### src/rtl/ex_operand_stage.sv
// ex_operand_stage: ID/EX register with operand forwarding, load-use bubbles, flush/hold (EX_FORWARD_EN enables EX-side forwarding)
module ex_operand_stage (
  input  logic        clk,
  input  logic        reset,
  input  logic        id_valid,
  input  logic [4:0]  id_rs_addr,
  input  logic [4:0]  id_rt_addr,
  input  logic [31:0] id_rs_data,
  input  logic [31:0] id_rt_data,
  input  logic [31:0] id_imm,
  input  logic [4:0]  id_shamt,
  input  logic        id_alusrc_a,
  input  logic        id_alusrc_b,
  input  logic [5:0]  id_alufun,
  input  logic [4:0]  id_wr_addr,
  input  logic        id_regwrite,
  input  logic        id_memread,
  input  logic        id_memwrite,
  input  logic        ex_mem_regwrite,
  input  logic [4:0]  ex_mem_wr_addr,
  input  logic [31:0] ex_mem_result,
  input  logic        mem_wb_regwrite,
  input  logic [4:0]  mem_wb_wr_addr,
  input  logic [31:0] mem_wb_data,
  input  logic        flush,
  input  logic        hold,
  output logic        id_stall,
  output logic        ex_valid,
  output logic [31:0] ex_A,
  output logic [31:0] ex_B,
  output logic [5:0]  ex_alufun,
  output logic [4:0]  ex_wr_addr,
  output logic        ex_regwrite,
  output logic        ex_memread,
  output logic        ex_memwrite,
  output logic [31:0] ex_store_data
);
  typedef struct packed {
    logic        v;
    logic [4:0]  rs_a;
    logic [4:0]  rt_a;
    logic [31:0] rs_d;
    logic [31:0] rt_d;
    logic [31:0] imm;
    logic [4:0]  shamt;
    logic        srca;
    logic        srcb;
    logic [5:0]  fun;
    logic [4:0]  wr;
    logic        rw;
    logic        mr;
    logic        mw;
  } stage_t;
  stage_t q, cap;
  logic [31:0] fwd_rs, fwd_rt;
  logic lu, haz;
  function automatic logic hit(input logic we, input logic [4:0] wa, input logic [4:0] ra);
    return we && wa != 5'd0 && wa == ra;
  endfunction
  assign lu = id_valid && q.mr && (hit(q.v, q.wr, id_rs_addr) || hit(q.v, q.wr, id_rt_addr));
`ifdef EX_FORWARD_EN
  assign fwd_rs = hit(ex_mem_regwrite, ex_mem_wr_addr, q.rs_a) ? ex_mem_result :
                  hit(mem_wb_regwrite, mem_wb_wr_addr, q.rs_a) ? mem_wb_data : q.rs_d;
  assign fwd_rt = hit(ex_mem_regwrite, ex_mem_wr_addr, q.rt_a) ? ex_mem_result :
                  hit(mem_wb_regwrite, mem_wb_wr_addr, q.rt_a) ? mem_wb_data : q.rt_d;
  assign haz = lu;
`else
  logic unused_fwd;
  assign unused_fwd = ^{ex_mem_result, q.rs_a, q.rt_a};
  assign fwd_rs = q.rs_d;
  assign fwd_rt = q.rt_d;
  assign haz = lu || (id_valid && (hit(q.v && q.rw, q.wr, id_rs_addr) || hit(q.v && q.rw, q.wr, id_rt_addr) ||
               hit(ex_mem_regwrite, ex_mem_wr_addr, id_rs_addr) || hit(ex_mem_regwrite, ex_mem_wr_addr, id_rt_addr)));
`endif
  always_comb begin
    cap = '0;
    if (id_valid) begin
      cap.v     = 1'b1;
      cap.rs_a  = id_rs_addr;
      cap.rt_a  = id_rt_addr;
      cap.rs_d  = hit(mem_wb_regwrite, mem_wb_wr_addr, id_rs_addr) ? mem_wb_data : id_rs_data;
      cap.rt_d  = hit(mem_wb_regwrite, mem_wb_wr_addr, id_rt_addr) ? mem_wb_data : id_rt_data;
      cap.imm   = id_imm;
      cap.shamt = id_shamt;
      cap.srca  = id_alusrc_a;
      cap.srcb  = id_alusrc_b;
      cap.fun   = id_alufun;
      cap.wr    = id_wr_addr;
      cap.rw    = id_regwrite;
      cap.mr    = id_memread;
      cap.mw    = id_memwrite;
    end
  end
  always_ff @(posedge clk) begin
    if (!reset || flush || (!hold && haz))
      q <= '0;
    else if (!hold)
      q <= cap;
  end
  assign id_stall      = reset && (hold || haz);
  assign ex_valid      = q.v;
  assign ex_A          = q.srca ? {27'b0, q.shamt} : fwd_rs;
  assign ex_B          = q.srcb ? q.imm : fwd_rt;
  assign ex_alufun     = q.fun;
  assign ex_wr_addr    = q.wr;
  assign ex_regwrite   = q.rw;
  assign ex_memread    = q.mr;
  assign ex_memwrite   = q.mw;
  assign ex_store_data = fwd_rt;
endmodule

### config.mk
export PLATFORM = sky130hd
export DESIGN_NAME = ex_operand_stage
export DESIGN_NICKNAME = d
export VERILOG_FILES = /design/src/rtl/ex_operand_stage.sv
export SDC_FILE = /design/constraint.sdc
export NUM_CORES = 1
export LEC_CHECK = 0
export CAP_MARGIN = 30
export CORE_ASPECT_RATIO = 0.6
export CORE_UTILIZATION = 40
export DETAILED_ROUTE_END_ITERATION = 8
export MAX_ROUTING_LAYER = met4
export PLACE_DENSITY_LB_ADDON = 0.15
export SYNTH_ARGS = -nofsm -noshare
export SYNTH_HDL_FRONTEND = slang
export SYNTH_SLANG_ARGS = --single-unit
### constraint.sdc
create_clock -name clk -period 2.2 [get_ports clk]
set_input_delay 0.44 -clock clk [delete_from_list [all_inputs] [get_ports clk]]
set_output_delay 0.44 -clock clk [all_outputs]
set_load 0.05 [all_outputs]
After elaboration in Yosys (flattened, before gate mapping)
Cells that the tools add are included.
{ "totals": {"reg_bits": 118, "in_bits": 208, "output_inout_bits": 112} }
{ "classes": {"n_eq_ne": 6, "muxes": 5, "n_reduce_logical": 31} }
{ "ops": {"columns": ["cell", "count"], "rows": [
  ["$mux W128", 1],
  ["$mux W32", 4],
  ["$eq A5 B5 Y1", 6],
  ["$logic_and A1 B1 Y1", 18],
  ["$reduce_bool A5 Y1", 3],
  ["$logic_or A1 B1 Y1", 8],
  ["$logic_not A1 Y1", 2]
]} }

Depth between registers and ports, before layout
{ "depth": {"word_depth": 10, "depth_mapped": 7, "depth_no_buf": 5} }

Worst setup path after synthesis
OpenSTA, ideal clock, no wires.
{ "synth_timing": {"kind": "in2out", "from": "in id_rs_addr[2]", "to": "out id_stall", "arrival_ns": 2.198, "required_ns": 1.760, "slack_ns": -0.438, "stages": 5, "path_buffers": 0, "path_cell_list": "xor2_1 > nor3_1 > a22oi_1 > o22a_1 > o21ai_0"} }
{ "synth_via": {"elab_chain_len": 9} }
{ "synth_lines": {"columns": ["element", "line", "text"], "rows": [
  ["start: declaration", "6", "input logic [4:0] id_rs_addr,"],
  ["$eq A5 B5 Y1", "58", "return we && wa != 5'd0 && wa == ra;"],
  ["$logic_and A1 B1 Y1", "58", null],
  ["$logic_or A1 B1 Y1 (2 in series)", "72", "assign haz = lu || (id_valid && (hit(q.v && q.rw, q.wr, id_rs_addr) || hit(q.v && q.rw, q.wr, id_rt_addr) ||"],
  ["$logic_or A1 B1 Y1", "73", "hit(ex_mem_regwrite, ex_mem_wr_addr, id_rs_addr) || hit(ex_mem_regwrite, ex_mem_wr_addr, id_rt_addr)));"],
  ["$logic_and A1 B1 Y1", "72", null],
  ["$logic_or A1 B1 Y1 (*)", "72", null],
  ["$logic_or A1 B1 Y1 (*)", "100", "assign id_stall = reset && (hold || haz);"],
  ["$logic_and A1 B1 Y1 (*)", "100", null],
  ["end: declaration", "27", "output logic id_stall,"]
]} }
Mark *: on every way between the ends. The rest lies on a longest branch, timed or not.

Worst setup path after layout
{ "layout_timing": {"from": "reg q, in the netlist ex_wr_addr[2]", "to": "out id_stall"} }
{ "layout_via": {"elab_chain_len": 10} }
{ "layout_lines": {"columns": ["element", "line", "text"], "rows": [
  ["start: declaration", "54", "stage_t q, cap;"],
  ["start signal: assignment", "98", "q <= cap;"],
  ["$reduce_bool A5 Y1", "58", null],
  ["$logic_and A1 B1 Y1 (2 in series)", "58", null],
  ["$logic_or A1 B1 Y1 (2 in series)", "72", null],
  ["$logic_or A1 B1 Y1", "73", null],
  ["$logic_and A1 B1 Y1", "72", null],
  ["$logic_or A1 B1 Y1 (*)", "72", null],
  ["$logic_or A1 B1 Y1 (*)", "100", null],
  ["$logic_and A1 B1 Y1 (*)", "100", null]
]} }
Marks and branches as above.

==> flow_metrics.py <==
metrics = {
    "clock_tree": {
        "path_clk_slew_ps": 50,
        "clockBufferDepth": 2,
        "cts_sinks": 118,
        "cts.htree.levels": 4,
        "post_cts_hold_buffer_count": 0,
        "clock_tree_from_tritoncts": "yes",
        "cts_made_buffers": 17,
        "cts-root-buf": "sky130_fd_sc_hd__clkbuf_16",
        "worstSkewPairLatency_ps": 410,
    },
    "timing": {
        "fin_crit_sh_pct": 107,
        "finalMaxSlewViolations": 0,
        "finalSetupViolations": 1,
        "timing.final.hold_violations": 0,
        "timing.slew.headroom_pct": 63.6,
        "post-route-min-period_ps": 2350,
        "rsz_0062_raised_after_global_routing": "true",
        "fin_hold_ws_ps": 467,
        "clock.fmax_mhz": 426,
        "tightest_slew_ps": 544,
        "final.setup.worst_slack_ps": -146,
        "final.setup_skew_ps": 10.7,
    },
    "placement": {
        "placed_cells": 1135,
        "preCtsSetupSlack_ps": -394,
        "place.gp.congestion": 0.960,
        "dp_hpwl_um": 15100,
        "portBuffers": 287,
    },
    "setup_path": {
        "r2r_end": "ex_store_data[18]$_SDFFE_PP0N_",
        "critical_path.reg2reg.startpoint": "ex_wr_addr[0]$_SDFFE_PP0N_",
        "worst-endpoint-required_ps": 1760,
        "worst_path_dominant_cell_family": "compound AO/OA/AOI/OAI gates",
        "worstPathCellList": "xor2_1 > nor3_2 > a22oi_2 > o22a_1 > o21ai_2 > buf_12",
        "critPathMaxFanout": 5,
        "worstRegToRegCells": 8,
        "worst-endpoint-arrival_ps": 1910,
        "critical-path-slowest-cell": "sky130_fd_sc_hd__dfxtp_2",
        "crit_path_start_kind": "flop",
        "timing.critical_path.slowest_cell_delay_ps": 370,
        "regToRegSetupSlack_ps": 120,
        "crit_path_kind": "reg -> out",
        "worstPathBufferInverterCount": 1,
        "worstSetupEndpointType": "output pin",
    },
    "cells_and_area": {
        "layout_commonest_cell": "sky130_fd_sc_hd__clkdlybuf4s50_1",
        "antennaDiodeCount": 0,
        "drive_above_1_share_pct": 22.0,
        "area_growth_syn_to_layout_pct": 64.4,
        "utilization_pct": 69.1,
        "layout_common_cells": "sky130_fd_sc_hd__clkdlybuf4s50_1, sky130_fd_sc_hd__nand3_1, sky130_fd_sc_hd__dfxtp_1",
        "finish.cell_count_without_fillers": 1180,
        "layout.nets": 1185,
    },
    "detailed_routing": {
        "first_pass_iteration_count_of_the_detailed_router": 5,
        "drc": 0,
        "average_detailed_routed_wire_length_per_instance_um": 18.9,
        "routed_wl_um": 22400,
        "initialDrtViolationCount": 438,
        "routed-via-count": 6446,
        "drt.antenna.violating_nets": 0,
        "drt-vias-per-instance": 5.46,
    },
    "yosys": {
        "ys_top_cells_by_area": "sky130_fd_sc_hd__dfxtp_1, sky130_fd_sc_hd__nand3_1, sky130_fd_sc_hd__mux2_2",
        "syn-instance-count": 718,
        "synth.lib_cells_used.distinct": 26,
        "postSynthNetCount": 926,
        "yosysTopAreaCell": "sky130_fd_sc_hd__dfxtp_1",
        "synth.ff_latch_count": 118,
        "synth.top_cell.area_share_pct": 40.0,
        "post_synth_instance_area_um2": 5900,
        "post_synth.cell_area_avg_um2": 8.22,
        "synth-seq-area-share_pct": 40.0,
        "yosysWarnings": 0,
    },
    "floorplan": {
        "die_area_um2": 15300,
        "design.core.area_um2": 14000,
        "placement_rows": 33,
        "floorplan.die.height_um": 96.1,
        "die_w_um": 159,
        "floorplan.initialDensity_pct": 42.0,
        "ios": 320,
    },
    "global_routing": {
        "grt_first_pass_wirelength_um": 32700,
        "grt_util_all_layers_pct": 28.1,
        "groute.layer.met3.usage_pct": 7.50,
        "first_global_vias": 6188,
        "grt_start_max_net_pins": 83,
        "gr-total-overflow": 0,
        "grtUsageMet2_pct": 46.5,
        "antenna_found_initial": 0,
        "groute.layer.met1.usage_pct": 33.9,
        "globalRoute.busiestLayer": "met2",
    },
    "power_and_ir_drop": {
        "leakage_nw": 3.67,
        "vdd_drop_max_v": 0.000360,
        "power_density_nw_per_um2": 617,
    },
    "job": {
        "maxCapViolations": 0,
    },
    "worst_hold_path": {
        "hold_path.startpoint": "fwd_rs[30]$_SDFFE_PP0N_",
        "hold_path_class": "reg -> reg",
        "min_to": "fwd_rs[30]$_SDFFE_PP0N_",
        "hold_depth": 2,
    },
    "outcome": {
        "failed_checks": "setup timing",
        "outcome": "complete, but fails checks",
    },
}
-- synthesized netlist by cell type --
cell type and n:
sky130_fd_sc_hd__a22oi_1 55, sky130_fd_sc_hd__a31o_2 1, sky130_fd_sc_hd__a31oi_1 64, sky130_fd_sc_hd__and3_1 1
sky130_fd_sc_hd__buf_1 2, sky130_fd_sc_hd__buf_2 8, sky130_fd_sc_hd__buf_4 44, sky130_fd_sc_hd__buf_6 3
sky130_fd_sc_hd__clkbuf_1 52, sky130_fd_sc_hd__dfxtp_1 118, sky130_fd_sc_hd__mux2_2 37, sky130_fd_sc_hd__nand2_1 68
sky130_fd_sc_hd__nand2b_1 2, sky130_fd_sc_hd__nand3_1 130, sky130_fd_sc_hd__nor2_1 57, sky130_fd_sc_hd__nor2b_1 29
sky130_fd_sc_hd__nor3_1 6, sky130_fd_sc_hd__o21ai_0 2, sky130_fd_sc_hd__o21ai_1 1, sky130_fd_sc_hd__o221ai_1 1
sky130_fd_sc_hd__o221ai_2 1, sky130_fd_sc_hd__o22a_1 1, sky130_fd_sc_hd__or3_1 2, sky130_fd_sc_hd__or4_1 3
sky130_fd_sc_hd__xnor2_1 10, sky130_fd_sc_hd__xor2_1 20
-- worst max-delay path by stage --
stage	from	endpoint	cells after the start
after floorplan	id_rs_addr[2]	id_stall	5
after global placement	ex_mem_wr_addr[1]	id_stall	8
after detailed placement	ex_mem_wr_addr[3]	id_stall	6
after CTS	ex_wr_addr[0]$_SDFFE_PP0N_	id_stall	7
after global routing	ex_wr_addr[0]$_SDFFE_PP0N_	id_stall	7
final	ex_wr_addr[2]$_SDFFE_PP0N_	id_stall	6
-- tightest hold or removal path, delay by kind of cell (launching register included) --
kind            cells  cell delay [ps]
flops               1              300
simple gates        1               60
compound gates      1               60
-- logic make-up after synthesis --
family                    share of synthesized area (%)
muxes                                              7.06
DFF                                                40.0
xor gates and xnor gates                           4.45
buffers and inverters                              10.3
and+or+nand+nor                                    23.5
AOI/OAI and AO/OA                                  14.7
-- report_power, final --
| part | switching, mW | internal, mW |
|---|---|---|
| registers | 0.0310 | 2.18 |
| clock network | 1.01 | 1.68 |
| logic | 0.532 | 0.549 |
| total | 1.58 | 4.41 |
-- stage by stage --
stage,total power [mW],setup TNS [ps],cell area [µm²]
2_1_floorplan,2.72,0,5910
3_3_place_gp,3.26,-33170,8870
3_5_place_dp,3.28,-34120,8870
4_1_cts,5.96,-140,9510
5_1_grt,6.18,-683,9700
6_report,5.99,-146,9700
-- what timing repair did --
item | 4_1_cts | 5_1_grt
pin swaps | 9 | 3
setup endpoints to repair | 1 | 119
buffers inserted | 6 | 4
gates cloned | 0 | 5
gates resized for setup | 26 | 13
-- metal layers --
layer	wire length (µm)	vias to the layer above	share of wire, %
li1	-	3018	-
met2	10800	300	48
met3	1820	27	8.1
met5	0	-	0
met4	349	0	1.6
met1	9430	3101	42
-- registers in the layout, indices dropped and copies added (netlist names) --
name / flops
ex_regwrite: 1
ex_memwrite: 1
ex_memread: 1
fwd_rs: 32
ex_store_data: 32
ex_valid: 1
q: 39
ex_alufun: 6
ex_wr_addr: 5
-- area by class of cell --
type / count / area [µm²]
fill: 1120 / 4340
timing repair buffer: 349 / 3490
multi-input combinational: 491 / 3030
sequential: 118 / 2370
clock buffer: 18 / 439
tap: 192 / 240
clock inverter: 12 / 131
No activity file was read; power rests on OpenSTA's default activity.
